**config.mk**
```make
export PLATFORM = sky130hd
export DESIGN_NAME = nn_ram_arbiter
export DESIGN_NICKNAME = d
export VERILOG_FILES = /design/src/rtl/nn_bus_pkg.sv /design/src/rtl/nn_rr_pick.sv /design/src/rtl/nn_ram_arbiter.sv
export SDC_FILE = /design/constraint.sdc
export NUM_CORES = 1
export LEC_CHECK = 0
export ABC_CLOCK_PERIOD_IN_PS = 4260
export CAP_MARGIN = 20
export CELL_PAD_IN_SITES_DETAIL_PLACEMENT = 1
export CELL_PAD_IN_SITES_GLOBAL_PLACEMENT = 1
export CORE_MARGIN = 4
export CORE_UTILIZATION = 13
export DETAILED_ROUTE_END_ITERATION = 12
export PLACE_DENSITY_LB_ADDON = 0.1
export SYNTH_ARGS = -nofsm -noshare
export SYNTH_HDL_FRONTEND = slang
export SYNTH_SLANG_ARGS = --single-unit
```
**constraint.sdc**
```tcl
create_clock -name CLK -period 4.26 [get_ports CLK]
set_input_delay 0.639 -clock CLK [delete_from_list [all_inputs] [get_ports CLK]]
set_output_delay 0.639 -clock CLK [all_outputs]
set_load 0.02 [all_outputs]
```
**src/rtl/nn_bus_pkg.sv**
```systemverilog
//==============================================================================
// Module      : nn_bus_pkg
// Description : Shared types and constants for the RAM arbiter and its picker.
// Revision    : 1.0 - initial release
//==============================================================================
`timescale 1ns/1ps
`default_nettype none

package nn_bus_pkg;

    // Arbiter states: free round-robin arbitration, or held by a locked owner
    typedef enum logic [0:0] {
        ARB    = 1'b0,
        LOCKED = 1'b1
    } arb_state_t;

    localparam int DEF_ADDR_W = 10;
    localparam int DEF_DATA_W = 32;

    // Requester indices
    localparam logic REQ_CPU = 1'b0;
    localparam logic REQ_AUX = 1'b1;

    // One-hot vector selecting a single requester
    function automatic logic [1:0] req_onehot(input logic idx);
        return idx ? 2'b10 : 2'b01;
    endfunction

endpackage

`default_nettype wire

```
**src/rtl/nn_rr_pick.sv**
```systemverilog
//==============================================================================
// Module      : nn_rr_pick
// Description : Combinational 2-way round-robin pick. Requests outside the
//               eligibility mask are ignored; on contention the requester
//               named by prio wins. Output is one-hot or zero.
// Revision    : 1.0 - initial release
//==============================================================================
`timescale 1ns/1ps
`default_nettype none

module nn_rr_pick
    import nn_bus_pkg::*;
(
    input  logic [1:0] req,
    input  logic       prio,
    input  logic [1:0] mask,
    output logic [1:0] gnt
);

    logic [1:0] eligible;

    assign eligible = req & mask;

    // Single eligible request wins outright; a tie goes to the preferred side
    always_comb begin
        gnt = eligible;
        if (eligible == 2'b11) begin
            gnt = req_onehot(prio);
        end
    end

endmodule

`default_nettype wire

```
**src/rtl/nn_ram_arbiter.sv**
```systemverilog
//==============================================================================
// Module      : nn_ram_arbiter
// Description : Shares one single-port word RAM between the CPU data port
//               (requester 0) and an auxiliary master (requester 1). Round-robin
//               priority, bounded lock for read-modify-write, one-cycle read
//               return and CPU stall generation.
// Revision    : 1.0 - initial release
//==============================================================================
`timescale 1ns/1ps
`default_nettype none

module nn_ram_arbiter
    import nn_bus_pkg::*;
#(
    parameter int ADDR_W   = DEF_ADDR_W,
    parameter int DATA_W   = DEF_DATA_W,
    parameter int MAX_LOCK = 4
) (
    input  logic              CLK,
    input  logic              RST_N,
    input  logic              REQ0,
    input  logic              REQ1,
    input  logic              WE0,
    input  logic              WE1,
    input  logic              LOCK0,
    input  logic              LOCK1,
    input  logic [ADDR_W-1:0] ADDR0,
    input  logic [ADDR_W-1:0] ADDR1,
    input  logic [DATA_W-1:0] WDATA0,
    input  logic [DATA_W-1:0] WDATA1,
    output logic              GNT0,
    output logic              GNT1,
    output logic              STALL0,
    output logic              RVALID0,
    output logic              RVALID1,
    output logic [DATA_W-1:0] RDATA0,
    output logic [DATA_W-1:0] RDATA1,
    output logic              RAM_EN,
    output logic              RAM_WE,
    output logic [ADDR_W-1:0] RAM_ADDR,
    output logic [DATA_W-1:0] RAM_WDATA,
    input  logic [DATA_W-1:0] RAM_RDATA
);

    localparam int CNT_W = $clog2(MAX_LOCK + 1);

    arb_state_t       state, state_n;
    logic             prio, prio_n;
    logic             owner, owner_n;
    logic [CNT_W-1:0] lock_cnt, lock_cnt_n;
    logic [1:0]       rd_pend;

    logic [1:0] req;
    logic [1:0] mask;
    logic [1:0] pick_gnt;
    logic [1:0] gnt;
    logic       gnt_idx;
    logic       gnt_lock;
    logic       own_req;
    logic       own_lock;

    assign req  = {REQ1, REQ0};
    // While locked only the owner is eligible
    assign mask = (state == LOCKED) ? req_onehot(owner) : 2'b11;

    nn_rr_pick u_pick (
        .req  (req),
        .prio (prio),
        .mask (mask),
        .gnt  (pick_gnt)
    );

    // Grants are suppressed for as long as reset is held
    assign gnt      = RST_N ? pick_gnt : 2'b00;
    assign GNT0     = gnt[REQ_CPU];
    assign GNT1     = gnt[REQ_AUX];
    assign STALL0   = REQ0 & ~gnt[REQ_CPU];

    assign gnt_idx  = gnt[REQ_AUX];
    assign gnt_lock = gnt[REQ_AUX] ? LOCK1 : LOCK0;
    assign own_req  = owner ? REQ1 : REQ0;
    assign own_lock = owner ? LOCK1 : LOCK0;

    // Read return: pending strobe from the previous grant, data straight from RAM
    assign RVALID0  = rd_pend[REQ_CPU] & RST_N;
    assign RVALID1  = rd_pend[REQ_AUX] & RST_N;
    assign RDATA0   = RAM_RDATA;
    assign RDATA1   = RAM_RDATA;

    // Next-state logic for arbitration state, priority, owner and lock counter
    always_comb begin
        state_n    = state;
        prio_n     = prio;
        owner_n    = owner;
        lock_cnt_n = lock_cnt;
        case (state)
            ARB: begin
                if (|gnt) begin
                    prio_n = ~gnt_idx;
                    if (gnt_lock) begin
                        state_n    = LOCKED;
                        owner_n    = gnt_idx;
                        lock_cnt_n = CNT_W'(1);
                    end
                end
            end
            LOCKED: begin
                // Priority always leaves pointing away from the owner
                prio_n = ~owner;
                if (own_req && own_lock && (int'(lock_cnt) + 1 < MAX_LOCK)) begin
                    lock_cnt_n = lock_cnt + CNT_W'(1);
                end else begin
                    // Owner released, went idle or used up its budget; this
                    // cycle's grant (if any) is still served
                    state_n    = ARB;
                    lock_cnt_n = '0;
                end
            end
            default: begin
                state_n    = ARB;
                lock_cnt_n = '0;
            end
        endcase
    end

    // State, priority and read-pending registers
    always_ff @(posedge CLK) begin
        if (!RST_N) begin
            state    <= ARB;
            prio     <= 1'b0;
            owner    <= 1'b0;
            lock_cnt <= '0;
            rd_pend  <= 2'b00;
        end else begin
            state    <= state_n;
            prio     <= prio_n;
            owner    <= owner_n;
            lock_cnt <= lock_cnt_n;
            rd_pend  <= gnt & ~{WE1, WE0};
        end
    end

    // RAM port mux from the granted requester; all zero when nobody is granted
    always_comb begin
        RAM_EN    = |gnt;
        RAM_WE    = 1'b0;
        RAM_ADDR  = '0;
        RAM_WDATA = '0;
        if (gnt[REQ_CPU]) begin
            RAM_WE    = WE0;
            RAM_ADDR  = ADDR0;
            RAM_WDATA = WDATA0;
        end else if (gnt[REQ_AUX]) begin
            RAM_WE    = WE1;
            RAM_ADDR  = ADDR1;
            RAM_WDATA = WDATA1;
        end
    end

endmodule

`default_nettype wire

```
## Word-level counts from Yosys, hierarchy flattened

Index checks and enable logic that the tools add are counted.

| operators by class | value |
|---|---|
| add/sub/neg operators | 2 |
| bitwise logic cells | 10 |
| magnitude comparators | 1 |
| mux-type cells | 24 |
| reductions and logical operators | 5 |
| eq/ne operators | 3 |

Operators with widths:

| cell | number |
|---|---|
| $mux W32 | 2 |
| $mux W10 | 2 |
| $mux W2 | 5 |
| $mux W1 | 9 |
| $mux W3 | 3 |
| $pmux W3 S2 | 1 |
| $add A3 B1 Y4 const B | 1 |
| $and A2 B2 Y2 | 2 |
| $lt A4 B3 Y1 const B | 1 |
| $ne A2 B2 Y1 const B | 2 |
| $not A1 Y1 | 4 |
| $pmux W1 S2 | 2 |
| $add A3 B1 Y3 const B | 1 |
| $and A1 B1 Y1 | 3 |
| $reduce_and A3 Y1 | 1 |
| $eq A2 B2 Y1 const B | 1 |
| $logic_and A1 B1 Y1 | 2 |
| $not A2 Y2 | 1 |
| $reduce_and A2 Y1 | 1 |
| $reduce_or A2 Y1 | 1 |

| storage, ports and cells | value |
|---|---|
| input port bits | 124 |
| output and inout bits | 113 |
| logic and storage cells | 50 |
| bits in registers | 8 |

## Depth between registers and ports, before layout

Gate-level depths: netlist of run 1.

| logic depth | value |
|---|---|
| depth in word-level cells | 10 |
| depth in mapped cells | 6 |
| gate-level depth less buffers | 5 |

## Hierarchy

A second synthesis of run 1 with hierarchy kept.

| unflattened totals | value |
|---|---|
| cell total of the unflattened synthesis | 166 |
| area total of the unflattened synthesis | 1370.1 µm² |

By module, submodules not included:

| module | instances | seq. area each (µm²) | area an instance (µm²) | cells each |
|---|---|---|---|---|
| nn_ram_arbiter | 1 | 160.2 | 1350.0 | 163 |
| nn_rr_pick | 1 | 0.0 | 20.0 | 3 |

## Worst setup path before layout of run 1

No wires, ideal clock.

| path | value |
|---|---|
| path type | input-to-output |
| start | input REQ1 |
| end | output RAM_WDATA[23] |
| setup slack | 2.089 ns |
| buffers on the path | 2 |
| data required time | 3.621 ns |
| stages | 5 |
| arrival | 1.532 ns |
| cell sequence | nand2_1 > a211oi_4 > buf_6 > buf_6 > a22o_1 |

| between the ends | value |
|---|---|
| word-level cells in the longest chain between the ends | 6 |

Ends and longest elaborated chain:

| element | line | RTL |
|---|---|---|
| start, declared | nn_ram_arbiter.sv:22 | `input logic REQ1,` |
| $and A2 B2 Y2 * | nn_rr_pick.sv:22 | `assign eligible = req & mask;` |
| $eq A2 B2 Y1 | nn_rr_pick.sv:27 | `if (eligible == 2'b11) begin` |
| $mux W2 * | nn_rr_pick.sv:27 |  |
| $mux W2 * | nn_ram_arbiter.sv:74 | `assign gnt = RST_N ? pick_gnt : 2'b00;` |
| net GNT1 | nn_ram_arbiter.sv:32 | `output logic GNT1,` |
| $mux W32 * | nn_ram_arbiter.sv:153 | `end else if (gnt[REQ_AUX]) begin` |
| $mux W32 * | nn_ram_arbiter.sv:149 | `if (gnt[REQ_CPU]) begin` |
| end, declared | nn_ram_arbiter.sv:41 | `output logic [DATA_W-1:0] RAM_WDATA,` |

The timed path passes the listed nets; every way through them passes the cells marked *.

## Final worst setup path of run 1

| path | value |
|---|---|
| start | input REQ1 |
| end | output RAM_ADDR[7] |

| between the ends | value |
|---|---|
| word-level cells in the longest chain between the ends | 6 |

Ends and longest elaborated chain:

| element | line | RTL |
|---|---|---|
| $and A2 B2 Y2 * | nn_rr_pick.sv:22 |  |
| $eq A2 B2 Y1 | nn_rr_pick.sv:27 |  |
| $mux W2 * | nn_rr_pick.sv:27 |  |
| $mux W2 * | nn_ram_arbiter.sv:74 |  |
| $mux W10 | nn_ram_arbiter.sv:153 |  |
| $mux W10 * | nn_ram_arbiter.sv:149 |  |
| end, declared | nn_ram_arbiter.sv:40 | `output logic [ADDR_W-1:0] RAM_ADDR,` |

Every way passes the cells marked *; elsewhere a longest branch is shown, timed or not.

==> summary.md, run 1 <==
| Metric | Value |
|---|---|
| Library cells used by synthesis | 30 |
| Share of cells above drive strength 1 | around 5.0% |
| Clk pin slew, worst setup/hold paths | roughly 0.040 ns |
| Gr usage total | 9.48% |
| Largest net degree at the start of global routing | 37 |
| First-pass iteration count of the detailed router | 4 |
| Sequential Area | ~160 um^2 |
| Dpl cells | around 370 |
| Period utilization | 80.1% |
| Post-DR wirelength/cell | about 17 um |
| Seq cells post-synth | 8 |
| Starting density of the core | 13.4% |
| Placer congestion estimate | 0.763 |
| Synth Cell Area | 1390 um^2 |
| Total Wirelength | 6.20 mm |
| Mux cell area share after synthesis | 0% |
| Synthesis Warnings | 0 |
| Kind of critical path | in2out |
| Pleak | between 0.9 and 1 nW |
| CP Capture Type | output port |
| Hold path endpoint | lock_cnt[2] |
| Final Hold Fails | 0 |
| Outcome | finished clean |
| DR vias | 1480 |
| Synthesized area per cell | 8.34 um^2 |
| Clk_skew | approximately 0.0023 ns |
| Seq/Total Area, Yosys | 11.5% |
| R2R depth | 5 |
| Crit Path Max Fanout | 35 |
| DRC viols | 0 |
| # resized after CTS | 0 |
| Die Footprint | 12400 um^2 |
| Synth Area in Compound Gates | a little over a third |
| Largest family of logic cells by synthesized area | buffers and inverters |
| I/O pin count | about 240 |
| Synth Area in Simple Gates | 9.97% |
| Grt ovf | 0 |
| Worst Hold Class | reg2reg |
| MaxCap Viol Count | 0 |
| ANT nets after route | 0 |
| H-tree level count | 1 |
| Final std cells w/o fill | approximately 380 |
| Clock sink count | 8 |
| Total CTS buffers | 3 |
| Dpl hpwl | 4.94 mm |
| Total power draw | 474 uW |
| Area Growth Syn to Fin | 76.5% |
| Fin Setup TNS | 0 ns |
| DRT iter0 DRCs | 72 |
| Syn nets | 292 |
| Mapped Cells | 167 |
| Cts hold-fix bufs | 0 |
| Final setup violation count | 0 |
| Post-synthesis adder-cell area fraction | 0.898% |
| Vias per std cell | 3.95 |
| Fin area | 2460 um^2 |
| Fin. max-slew vios | 0 |
| PD cells | 193 nW/um^2 |
| RSZ-0062 raised after global routing | no |
| Buffers on Ports | 140 |
| Fill count | about 1200 |
| Root buf cell | clkbuf_8 |
| Worst-Skew Late Latency | about 0.23 ns |
| Die H | about 110 um |
| R2r setup slk | ~2.5 ns |
| Vias in the first global route | between 1500 and 2000 |
| Area of the multi-input gates | between 600 and 700 um^2 |
| Origin of the critical flop-to-flop path | state |
| Placed inst area | roughly 2400 um^2 |
| Max clock buf depth | 2 |
| Cell Rows | 37 |
| Max Freq | 293 MHz |
| Worst slew pin tran | just over 0.4 ns |
| Worst setup SP type | input pin |
| CP required | 3.62 ns |
| Post-CTS Repair Setup Buffers | 0 |
| Capturing point of the worst reg2reg path | lock_cnt[0] |
| Final Critical Period | 3.41 ns |
| HP Start | lock_cnt[2] |
| Fin nets | 366 |
| Post-synthesis xor/xnor area fraction | 0% |
| TritonCTS clock tree | yes |
| Worst EP arrival | 2.77 ns |
| First-pass GRT wire length | ~9.5 mm |
| Number of diodes | 0 |
| Core area | approximately 10000 um^2 |
| Normalized max-slew margin | between 70% and 80% |
| Max rail drop VDD | 0.0000687 V |
| Hold depth | 2 |
| Die Wd | 112 um |
| Initial antenna violation count | 0 |
==> cells in the final DEF, fill, tap and decap left out, types with 3 or more instances in the layout <==
cell type        instances
buf_4                    5
nand2_1                  5
o211a_1                  3
a22o_1                  43
nor2_1                   4
dfxtp_1                  8
and2_1                   3
clkdlybuf4s50_1        140
clkbuf_8                 3
==> per-layer routing <==
layer  vias to the layer above  track usage, %  part of all wire (%)
met5                         -               0                     0
met1                       664            11.5                    42
met4                         0            3.97                   2.5
met3                        34            2.39                   8.4
met2                        97            16.0                    47
li1                        685               -                     -
==> final cells by class <==
class | instances | share of cell area, %
clock buffer | 3 | 1.68
multi-input combinational | 82 | 26.2
timing repair buffer | 145 | 58.5
tap | 136 | 6.92
inverter | 1 | 0.153
sequential | 8 | 6.51
==> report_power, final <==
part | internal (mW) | switching [mW] | leakage, nW | total [mW]
registers | 0.0800 | 0.00585 | 0.0654 | 0.0858
clock network | 0.0613 | 0.0302 | 0.0216 | 0.0915
logic | 0.174 | 0.123 | 0.856 | 0.297
==> critical path: stages <==
cell             delay, ns
clkdlybuf4s50_1       0.53
nand2_1               0.11
a211oi_4              0.23
buf_4                 0.39
a22o_1                0.24
clkdlybuf4s50_1       0.61
==> sequential cells by signal, indices dropped and copies added, names as in the netlist <==
register,count
lock_cnt,3
prio,1
rd_pend,2
owner,1
state,1
==> worst max-delay path by stage <==
| stage | start | endpoint | slack [ns] |
|---|---|---|---|
| 2_1_floorplan | REQ1 | RAM_WDATA[23] | 2.09 |
| 3_3_place_gp | REQ1 | RAM_ADDR[7] | 0.82 |
| 3_5_place_dp | REQ1 | RAM_ADDR[7] | 0.80 |
| 4_1_cts | REQ1 | RAM_ADDR[7] | 0.80 |
| 5_1_grt | REQ1 | RAM_ADDR[7] | 0.72 |
| 6_report | REQ1 | RAM_ADDR[7] | 0.85 |
==> per-stage QoR <==
step | hold WS [ns] | util (%) | setup WS, ns
3_5_place_dp | 0.436 | 23.3 | 0.804
4_1_cts | 0.443 | 23.7 | 0.797
5_1_grt | 0.481 | 23.7 | 0.717
3_3_place_gp | 0.437 | 23.3 | 0.815
6_report | 0.438 | 23.7 | 0.847
2_1_floorplan | 0.418 | - | 2.09
==> synthesized netlist by cell type (all sizes together) <==
| library cell | instances | area (um^2) |
|---|---|---|
| a211oi | 1 | 20.0 |
| o211a | 3 | 30.0 |
| and2 | 3 | 18.8 |
| and4 | 1 | 8.76 |
| o21a | 2 | 15.0 |
| buf | 75 | 581 |
| nand2 | 5 | 18.8 |
| a21oi | 2 | 10.0 |
| and2b | 1 | 7.51 |
| nand3b | 1 | 7.51 |
| or2 | 1 | 6.26 |
| a2111oi | 1 | 8.76 |
| ha | 1 | 12.5 |
| and3b | 2 | 17.5 |
| nor3 | 1 | 5.00 |
| clkbuf | 1 | 3.75 |
| a22o | 43 | 377 |
| o31ai | 1 | 7.51 |
| nor2b | 3 | 21.3 |
| a211o | 1 | 8.76 |
| a31oi | 1 | 6.26 |
| o21ai | 2 | 10.0 |
| inv | 1 | 3.75 |
| dfxtp | 8 | 160 |
| nor2 | 5 | 21.3 |
| and3 | 1 | 6.26 |
==> kinds of logic (layout without fill, tap and decap cells) <==
kind of cell | count (synthesis) | in the layout
AO/OA/AOI/OAI | 57 | 57
adder cells (fa/ha/maj) | 1 | 1
buffers and inverters | 77 | 149
flip-flops | 8 | 8
AND/OR/NAND/NOR | 24 | 24
No activity file was read; power rests on OpenSTA's default activity.
==> run 2: changes to the inputs <==
Settings changed: ABC_CLOCK_PERIOD_IN_PS 4260 to 2900, CORE_UTILIZATION 13 to 11.
Clock period 4.26 ns to 2.9 ns, I/O delays scaled along.
==> run 2 against run 1 <==
Sequential share of layout area decreased by 0.43 points. Clock skew increased by 0.0015 ns. Die area increased by 17%. Largest cell class unchanged. Highest routed layer unchanged.
==> summary.md, run 2 (synthesized netlist as in run 1, its figures left out) <==
| Metric | Value |
|---|---|
| Cell Chain, Critical Path | clkdlybuf4s50_1 -> nand2_1 -> a211oi_4 -> buf_4 -> clkbuf_16 -> a22o_1 -> clkdlybuf4s50_1 (was clkdlybuf4s50_1 -> nand2_1 -> a211oi_4 -> buf_4 -> a22o_1 -> clkdlybuf4s50_1) |
| Cell Rows | 40 (was 37) |
| Fin. max-slew vios | 0 (unchanged) |
| Worst setup SP type | input pin (unchanged) |
| CP max stage cell | clkdlybuf4s50_1 (unchanged) |
| Max rail drop VDD | 0.000140 V (was 0.0000687 V) |
| DRT iter0 DRCs | 32 (was 72) |
| DR top layer | met4 (unchanged) |
| Period utilization | 97.0% |
| Switching power | 242 uW (was 159 uW) |
| HP Start | lock_cnt[2] (unchanged) |
| Max reg flops | 3 (unchanged) |
| Clk pwr share | 28.5% (was 19.3%) |
| Clock sink count | 8 (unchanged) |
| Clk_skew | 0.00379 ns (was 0.00226 ns) |
| Worst Hold Class | reg2reg (unchanged) |
| ANT nets after route | 0 (unchanged) |
| Fin area | 2630 um^2 (was 2460 um^2) |
| Post-DR wirelength/cell | 15.0 um (was 16.5 um) |
| Root buf cell | clkbuf_16 (was clkbuf_8) |
| Worst EP arrival | 2.38 ns (was 2.77 ns) |
| Total Wirelength | 6.15 mm (was 6.20 mm) |
| First-pass GRT wire length | 9.07 mm (was 9.50 mm) |
| First-pass iteration count of the detailed router | 4 (unchanged) |
| Commonest non-fill, non-tap cell in the layout | clkdlybuf4s50_1 (unchanged) |
| DR vias | 1479 (was 1480) |
| H-tree level count | 1 (unchanged) |
| Number of diodes | 0 (unchanged) |
| WL met3 | 680 um (was 520 um) |
| Hold WS | 0.445 ns (was 0.438 ns) |
| Die Footprint | 14500 um^2 (was 12400 um^2) |
| R2R depth | 6 (was 5) |
| Largest Register | lock_cnt (unchanged) |
| Core area | 12200 um^2 (was 10400 um^2) |
| Switching Fraction | 30.0% (was 33.5%) |
| Die H | 121 um (was 112 um) |
| Biggest regs | lock_cnt (3), rd_pend (2) (unchanged) |
| PD cells | 306 nW/um^2 (was 193 nW/um^2) |
| Pint | 564 uW (was 315 uW) |
| Die Wd | 121 um (was 112 um) |
| Crit Path Max Fanout | 16 (was 35) |
| DRC viols | 0 (unchanged) |
| I/O pin count | 237 (unchanged) |
| Total CTS buffers | 3 (unchanged) |
| Hold depth | 2 (unchanged) |
| Capturing point of the worst reg2reg path | lock_cnt[1] (was lock_cnt[0]) |
| Worst-Skew Late Latency | 0.23 ns (about the same) |
| TritonCTS clock tree | yes (unchanged) |
| Worst path most repeated cell | clkdlybuf4s50_1 (unchanged) |
| Buffers on Ports | 140 (unchanged) |
| M1 wire length | 2.46 mm (was 2.62 mm) |
| R2r setup slk | 1.02 ns (was 2.48 ns) |
| Hold path endpoint | lock_cnt[2] (unchanged) |
| Share of cells above drive strength 1 | 6.58% (was 5.02%) |
| MaxCap Viol Count | 0 (unchanged) |
| Slowest Stage Delay on Critical Path | 0.60 ns (was 0.61 ns) |
| Max Freq | around 360 MHz |
| Pleak | 1.09 nW (was 0.943 nW) |
| Initial antenna violation count | 0 (unchanged) |
| Routed wl met2 | 2.83 mm (was 2.90 mm) |
| Vias per std cell | 3.60 (was 3.95) |
| Max clock buf depth | 2 (unchanged) |
| Final Hold Fails | 0 (unchanged) |
| Placed inst area | 2510 um^2 (was 2420 um^2) |
| CP required | 2.47 ns (was 3.62 ns) |
| CP Capture Type | output port (unchanged) |
| Seq pwr share | 15.6% (was 18.1%) |
| Largest net degree at the start of global routing | 34 (was 37) |
| Final Critical Period | about 2.8 ns |
| Origin of the critical flop-to-flop path | state (unchanged) |
| Vias in the first global route | 1712 (was 1652) |
| Grt ovf | 0 (unchanged) |
| Final setup violation count | 0 (unchanged) |
| Clk pin slew, worst setup/hold paths | 0.04 ns (about the same) |
| Gr usage total | 7.72% (was 9.48%) |
| Power share of the combinational group | 55.9% (was 62.6%) |
| Kind of critical path | in2out (unchanged) |
| Worst path top cell family by delay | buffers and inverters (unchanged) |
| Starting density of the core | 11.4% (was 13.4%) |
| Buffers plus inverters on the worst setup path | 4 (was 3) |
| Fin nets | 370 (was 366) |
| Most frequent cells in the layout | clkdlybuf4s50_1 (133), a22o_1 (43), dfxtp_1 (8), dlymetal6s2s_1 (6) (was clkdlybuf4s50_1 (140), a22o_1 (43), dfxtp_1 (8), nand2_1 (5), buf_4 (5)) |
| Worst slew pin tran | 0.382 ns (was 0.409 ns) |
| Placer congestion estimate | 0.635 (was 0.763) |
| Normalized max-slew margin | 73.9% (was 72.7%) |
| Area Growth Syn to Fin | 88.9% (was 76.5%) |
| Outcome | finished clean (unchanged) |
| Dpl hpwl | 4.98 mm (was 4.94 mm) |
==> run 2: cell count changes in the layout (fill, tap and decap cells not counted), sizes merged <==
cell	before	now
clkdlybuf4s50	140	133
dlymetal6s2s	0	6
buf	5	8
clkbuf	3	4
dlygate4sd2	0	1
==> run 2: worst max path at each step <==
stage / from / to / slack (ns) / cells past startpoint
after floorplan: REQ1 / RAM_WDATA[23] / 1.14 / 5
after CTS: REQ1 / RAM_ADDR[6] / 0.008 / 6
final: REQ1 / RAM_WDATA[6] / 0.09 / 7
after global placement: REQ1 / RAM_ADDR[2] / -0.001 / 6
after detailed placement: REQ1 / RAM_ADDR[2] / 0.01 / 6
after global routing: REQ1 / RAM_WDATA[1] / -0.007 / 7
==> run 2: through the flow <==
step            TNS (ns)  setup slack, ns  power [mW]  utilization [%]  std cells
2_1_floorplan          0             1.14       0.445                -        167
3_3_place_gp   -0.000999        -0.000999       0.586             20.6        406
3_5_place_dp           0           0.0115       0.581             20.6        406
5_1_grt          -0.0321         -0.00676       0.854             21.5        411
6_report               0           0.0861       0.806             21.5        411
4_1_cts                0          0.00849       0.819             21.2        409
==> run 2: area by class of cell <==
cell class                 instances  area [um^2]
multi-input combinational         82          644
fill                            1468         9580
inverter                           1         3.75
clock buffer                       3         75.1
tap                              168          210
sequential                         8          160
timing repair buffer             149         1540
==> run 2: power groups by stage <==
stage / Clock (mW) / Combinational (mW) / Sequential (mW)
finish: 0.230 / 0.451 / 0.126
global route: 0.244 / 0.483 / 0.127
CTS: 0.238 / 0.455 / 0.126
detailed placement: 0 / 0.453 / 0.128
global placement: 0 / 0.458 / 0.128
floorplan: 0 / 0.322 / 0.124
==> run 2: what timing repair did <==
action | 4_1_cts | 5_1_grt
buffers inserted | 0 | 1
gates resized for setup | 1 | 6
gates cloned | 0 | 1
pin swaps | 0 | 1
endpoints found under the setup margin | 1 | 42
hold buffers | 0 | 0
==> run 2: worst register-to-register path: stages (launching register included) <==
cell	delay, ns
dfxtp_1	0.50
nor2b_2	0.31
a211oi_4	0.07
buf_4	0.19
buf_4	0.16
a2111oi_0	0.42
o21a_1	0.18
==> run 2: layer usage <==
| metal | vias to the layer above | GRT usage [%] |
|---|---|---|
| met5 | - | 0 |
| met4 | 0 | 3.12 |
| met3 | 29 | 2.90 |
| met2 | 103 | 13.3 |
| met1 | 650 | 8.53 |
| li1 | 697 | - |
